==> src/rtl/i2c_target_ctrl.sv <==
// i2c_target_ctrl: sequences one I2C target transaction (address, pointer, write or
// read data) and drives every datapath enable and clear. All outputs are registered.
module i2c_target_ctrl #(
    parameter int unsigned NUM_REGS       = 32,
    parameter int unsigned TIMEOUT_CYCLES = 0
) (
    input  logic       clock,
    input  logic       reset,
    input  logic       start,
    input  logic       stop,
    input  logic       SCL_posedge,
    input  logic       SCL_negedge,
    input  logic       bit_done,
    input  logic       addr_valid,
    input  logic [7:0] rx_byte,
    input  logic       master_ack,
    output logic       clear_start,
    output logic       clear_stop,
    output logic       shift_en,
    output logic       count_clear,
    output logic       count_en,
    output logic       sel_load,
    output logic       sel_inc,
    output logic       mem_we,
    output logic       send_ack,
    output logic       out_en,
    output logic       busy,
    output logic       timeout
);
    localparam int unsigned TMO_W = (TIMEOUT_CYCLES < 2) ? 1 : $clog2(TIMEOUT_CYCLES + 1);

    typedef enum logic [3:0] {
        IDLE, ADDR, ADDR_ACK, PTR, PTR_ACK, WDATA, WDATA_ACK, TX, TX_ACK, WAIT_STOP
    } state_e;

    state_e           state_q, state_d;
    logic [TMO_W-1:0] tmo_cnt_q, tmo_cnt_d;
    logic             clear_start_q, clear_start_d;
    logic             clear_stop_q, clear_stop_d;
    logic             shift_en_q, shift_en_d;
    logic             count_clear_q, count_clear_d;
    logic             count_en_q, count_en_d;
    logic             sel_load_q, sel_load_d;
    logic             sel_inc_q, sel_inc_d;
    logic             mem_we_q, mem_we_d;
    logic             send_ack_q, send_ack_d;
    logic             out_en_q, out_en_d;
    logic             busy_q, busy_d;
    logic             timeout_q, timeout_d;
    logic             start_pend, stop_pend, tmo_hit, inc_pulse;

    // A sticky flag still reads set in the cycle its clear pulse is out; that is the
    // event already handled, not a new one.
    assign start_pend = start & ~clear_start_q;
    assign stop_pend  = stop & ~clear_stop_q;
    assign tmo_hit    = (TIMEOUT_CYCLES != 0) && (state_q != IDLE)
                        && (tmo_cnt_q >= TMO_W'(TIMEOUT_CYCLES));

    always_comb begin
        state_d       = state_q;
        clear_start_d = 1'b0;
        clear_stop_d  = 1'b0;
        timeout_d     = 1'b0;
        inc_pulse     = 1'b0;
        tmo_cnt_d     = ((SCL_posedge || SCL_negedge) || (state_q == IDLE)) ? '0 :
                        ((&tmo_cnt_q) ? tmo_cnt_q : tmo_cnt_q + TMO_W'(1));

        if (stop_pend) begin
            state_d       = IDLE;
            clear_stop_d  = 1'b1;
            clear_start_d = start_pend;
        end else if (start_pend) begin
            state_d       = ADDR;
            clear_start_d = 1'b1;
        end else if (tmo_hit) begin
            state_d   = IDLE;
            timeout_d = 1'b1;
        end else if (SCL_negedge) begin
            case (state_q)
                ADDR:      if (bit_done) state_d = addr_valid ? ADDR_ACK : WAIT_STOP;
                PTR:       if (bit_done) state_d = (32'(rx_byte) >= NUM_REGS) ? WAIT_STOP : PTR_ACK;
                WDATA:     if (bit_done) state_d = WDATA_ACK;
                TX:        if (bit_done) state_d = TX_ACK;
                ADDR_ACK:  state_d = rx_byte[0] ? TX : PTR;
                PTR_ACK,
                WDATA_ACK: state_d = WDATA;
                TX_ACK: begin
                    if (master_ack) begin
                        state_d   = TX;
                        inc_pulse = 1'b1;
                    end else begin
                        state_d = WAIT_STOP;
                    end
                end
                default: ;
            endcase
        end

        // Level outputs follow the state being entered so they line up with it.
        shift_en_d    = state_d inside {ADDR, PTR, WDATA};
        count_en_d    = state_d inside {ADDR, PTR, WDATA, TX};
        count_clear_d = count_en_d && ((state_d != state_q) || clear_start_d);
        sel_load_d    = (state_d == PTR_ACK);
        mem_we_d      = (state_d == WDATA_ACK);
        sel_inc_d     = mem_we_d | inc_pulse;
        send_ack_d    = state_d inside {ADDR_ACK, PTR_ACK, WDATA_ACK};
        out_en_d      = (state_d == TX);
        busy_d        = (state_d != IDLE);
    end

    always_ff @(posedge clock or posedge reset) begin
        if (reset) begin
            state_q       <= IDLE;
            tmo_cnt_q     <= '0;
            clear_start_q <= 1'b0;
            clear_stop_q  <= 1'b0;
            shift_en_q    <= 1'b0;
            count_clear_q <= 1'b0;
            count_en_q    <= 1'b0;
            sel_load_q    <= 1'b0;
            sel_inc_q     <= 1'b0;
            mem_we_q      <= 1'b0;
            send_ack_q    <= 1'b0;
            out_en_q      <= 1'b0;
            busy_q        <= 1'b0;
            timeout_q     <= 1'b0;
        end else begin
            state_q       <= state_d;
            tmo_cnt_q     <= tmo_cnt_d;
            clear_start_q <= clear_start_d;
            clear_stop_q  <= clear_stop_d;
            shift_en_q    <= shift_en_d;
            count_clear_q <= count_clear_d;
            count_en_q    <= count_en_d;
            sel_load_q    <= sel_load_d;
            sel_inc_q     <= sel_inc_d;
            mem_we_q      <= mem_we_d;
            send_ack_q    <= send_ack_d;
            out_en_q      <= out_en_d;
            busy_q        <= busy_d;
            timeout_q     <= timeout_d;
        end
    end

    assign clear_start = clear_start_q;
    assign clear_stop  = clear_stop_q;
    assign shift_en    = shift_en_q;
    assign count_clear = count_clear_q;
    assign count_en    = count_en_q;
    assign sel_load    = sel_load_q;
    assign sel_inc     = sel_inc_q;
    assign mem_we      = mem_we_q;
    assign send_ack    = send_ack_q;
    assign out_en      = out_en_q;
    assign busy        = busy_q;
    assign timeout     = timeout_q;
endmodule

==> config.mk <==
export PLATFORM = sky130hd
export DESIGN_NAME = i2c_target_ctrl
export DESIGN_NICKNAME = d
export VERILOG_FILES = /design/src/rtl/i2c_target_ctrl.sv
export SDC_FILE = /design/constraint.sdc
export NUM_CORES = 1
export LEC_CHECK = 0
export BUFFER_PORTS_ARGS = -buffer_cell sky130_fd_sc_hd__clkbuf_2
export CORE_AREA = 2 2 49 51
export DETAILED_ROUTE_END_ITERATION = 16
export DIE_AREA = 0 0 51 53
export HOLD_SLACK_MARGIN = 0.15
export PLACE_DENSITY = 0.78
export SLEW_MARGIN = 20
export SYNTH_ARGS = -nofsm -noshare
export SYNTH_HDL_FRONTEND = slang
export SYNTH_SLANG_ARGS = --single-unit
export TNS_END_PERCENT = 1
==> constraint.sdc <==
create_clock -name clock -period 1.87 [get_ports clock]
set_input_delay 0.0935 -clock clock [delete_from_list [all_inputs] [get_ports clock]]
set_output_delay 0.0935 -clock clock [all_outputs]
set_load 0.02 [all_outputs]
==> impl_results.md <==
* Top cells by area, synth: dfrtp_1 (40%), nand2_1 (4.3%), buf_4 (4.0%), a32oi_4 (2.9%), a211oi_2 (2.6%)
* Crit path kind: register to register
* # diodes at 0
* Share of layout cells above drive strength 1 at 52.0%
* Final core occ at 65.1%
* Initial antenna violation count at 0
* Synthesized flop and latch total at 15
* Crit-path leading delay family: simple AND/OR/NAND/NOR gates
* Post-synth EDFFs at 0
* Clk sink count at 15
* Avg Cell Area, Syn at 9.89 µm²
* Grt total ovfl at 0
* Synth Instances at 96
* GPL Wtd Cong at 0.887
* Die width at 51 µm
* Area of the multi-input gates at 589 µm²
* Final WS setup at 0.00441 ns
* Syn_nets at 113
* Filler cell count at 170
* Area fraction of the dominant cell type after synthesis at 39.5%
* CP Capture Type: register
* Hold Worst Slack at 0.189 ns
* Root Buffer: clkbuf_4
* Io pins at 29
* Synthesized area at 950 µm²
* Sequential Area at 380 µm²
* Required time of the worst setup path at 2.09 ns
* DRT antenna net count at 0
* DP Cell Count at 156
* Dpl hpwl at 1610 µm
* Largest area contributor in the netlist: dfrtp_1
* Finished layout cell area at 1400 µm²
* Final Setup Violations at 0
* Initial Util at 44.2%
* CTS tree: done
* CP max FO at 6
* Most frequent cell after synthesis: dfrtp_1
* Wire length per cell at 15.7 µm
* Die height at 53 µm
* Final Non-Filler Cells at 176
* Outcome: completed
* Vias per cell at 5.53
* Std-Cell Rows at 17
* Num CTS Buffers at 3
* Worst-path clk slew at 0.08 ns
* Yosys warnings at 0
* CP Launch Type: register
* Vias at 974
* Clock buffer depth at 2
* Worst skew pair latency at 0.28 ns
* Fmax at 536 MHz
* Setup TNS at 0 ns
* # port buffers at 22
* Clk_skew at 0.000690 ns
* Residual DRC at 0
* Yosys cell types at 43
* First-pass GRT wire length at 3880 µm
* Cell Pwr Density at 644 nW/µm²
* Final hold vios at 0
* Critical path, cell by cell: or3_1 > nor2_1 > o31ai_2 > buf_4 > a211oi_2 > a32o_1
* Worst-Margin Slew at 0.543 ns
* Max stage delay cell, worst path: dfrtp_2
* Depth of the CTS H-tree at 1
* GRT Total Usage at 19.4%
* DRT Pass-1 Iters at 6
* Max-Cap Viols at 0
* Ratio of final minimum period to clock period at 99.8%
* Most common library cells after synthesis: dfrtp_1 (15), nand2_1 (11), inv_1 (6)
* LEAKAGE at 0.700 nW
* Critical path data arrival time at 2.08 ns
* Routed WL at 2760 µm
* Placed inst area at 1170 µm²
* RSZ-0062 raised after global routing: yes
* Area Overhead vs Synth at 47.3%
* Tot Pwr at 0.901 mW
* Pre-CTS WS at -0.0808 ns
* Sequential area share after synthesis at 39.5%
* CP Buf/Inv Count at 1
* Min Tclk post-route at 1.87 ns
* Relative slew margins at 63.7%
* Nets at 166
* Initial DRC count at 31
* Ys async rst share at 100%
* Die Footprint at 2700 µm²
* Number of global-route vias before repair at 863
* Largest net degree at the start of global routing at 16
* Critical Path Max Stage Delay at 0.48 ns
* Slew Limit Fails at 0
* Main synth FF type: dfrtp_1
* Placeable Area at 2150 µm²
* HP Class: input port to register
* Worst VDD drop at 361 µV
-- layout by cell type (no fill, tap or decap), types with 2 or more instances in the layout --
master / instances
buf_4: 26
clkbuf_2: 22
nand2_1: 11
dfrtp_1: 11
inv_1: 6
a21oi_1: 4
nor2_1: 4
dfrtp_2: 4
nand2b_1: 3
a21o_1: 3
and2_1: 3
clkbuf_4: 3
dlygate4sd3_1: 3
o22ai_2: 2
nor2_2: 2
and3_1: 2
o21ai_1: 2
buf_2: 2
-- per-layer routing --
metal	vias to the layer above	global-route usage (%)	share of wire, %
met3	6	2.82	7.1
met4	0	6.76	1.3
li1	462	-	-
met5	-	0	0
met2	53	33.3	54
met1	453	24.8	37
-- cell type report --
class,count,area share [%]
repair buffers,53,24.7
multi-input cells,70,42.1
inverters,6,1.61
flip-flops and latches,15,27.2
well taps,28,2.50
clock buffers,4,1.88
-- repair_timing --
| action | CTS | global route |
|---|---|---|
| hold endpoints to repair | 17 | 0 |
| setup endpoints to repair | 8 | 9 |
| gates resized for setup | 4 | 15 |
| hold buffers | 3 | 0 |
| buffers inserted | 2 | 11 |
| pin swaps | 0 | 4 |
-- sequential cells by signal, indices dropped and copies added (netlist names) --
register / count
shift_en: 1
clear_stop: 1
out_en: 1
sel_load: 1
state_q: 4
count_clear: 1
send_ack: 1
busy: 1
sel_inc: 1
mem_we: 1
clear_start: 1
count_en: 1
-- report_power, final --
| part | switching, mW | total (mW) | internal (mW) |
|---|---|---|---|
| combinational | 0.182 | 0.349 | 0.167 |
| sequential | 0.0204 | 0.372 | 0.352 |
| clock | 0.0968 | 0.180 | 0.0828 |
| total | 0.299 | 0.901 | 0.602 |
-- worst paths after layout --
path                       depth (start not counted)  slack, ns         from          to
min in group asynchronous                          3       0.38        reset    count_en
setup reg to reg                                   6      0.004   state_q[2]     sel_inc
max in group asynchronous                          3       1.10        reset  state_q[3]
hold reg to reg                                    2       0.70   clear_stop  clear_stop
hold / removal                                     2       0.19  SCL_negedge     sel_inc
setup / recovery                                   6      0.004   state_q[2]     sel_inc
-- worst reg2reg max path: stages, from the launching register on --
cell and delay (ns):
dfrtp_2 0.48, or3_1 0.47, nor2_1 0.21, o31ai_2 0.12, buf_4 0.15, a211oi_2 0.21, a32o_1 0.17
-- cell families (layout without fill, tap and decap cells) --
group | count (synthesis) | in the layout | share of synthesized area, %
other | 1 | 1 | 0.395
AND/OR/NAND/NOR | 40 | 40 | 27.4
flip-flops | 15 | 15 | 39.5
multiplexers | 1 | 1 | 1.45
AO/OA/AOI/OAI | 28 | 28 | 24.9
buffers and inverters | 11 | 63 | 6.32
Note: power is estimated with default switching activity, not from simulation.
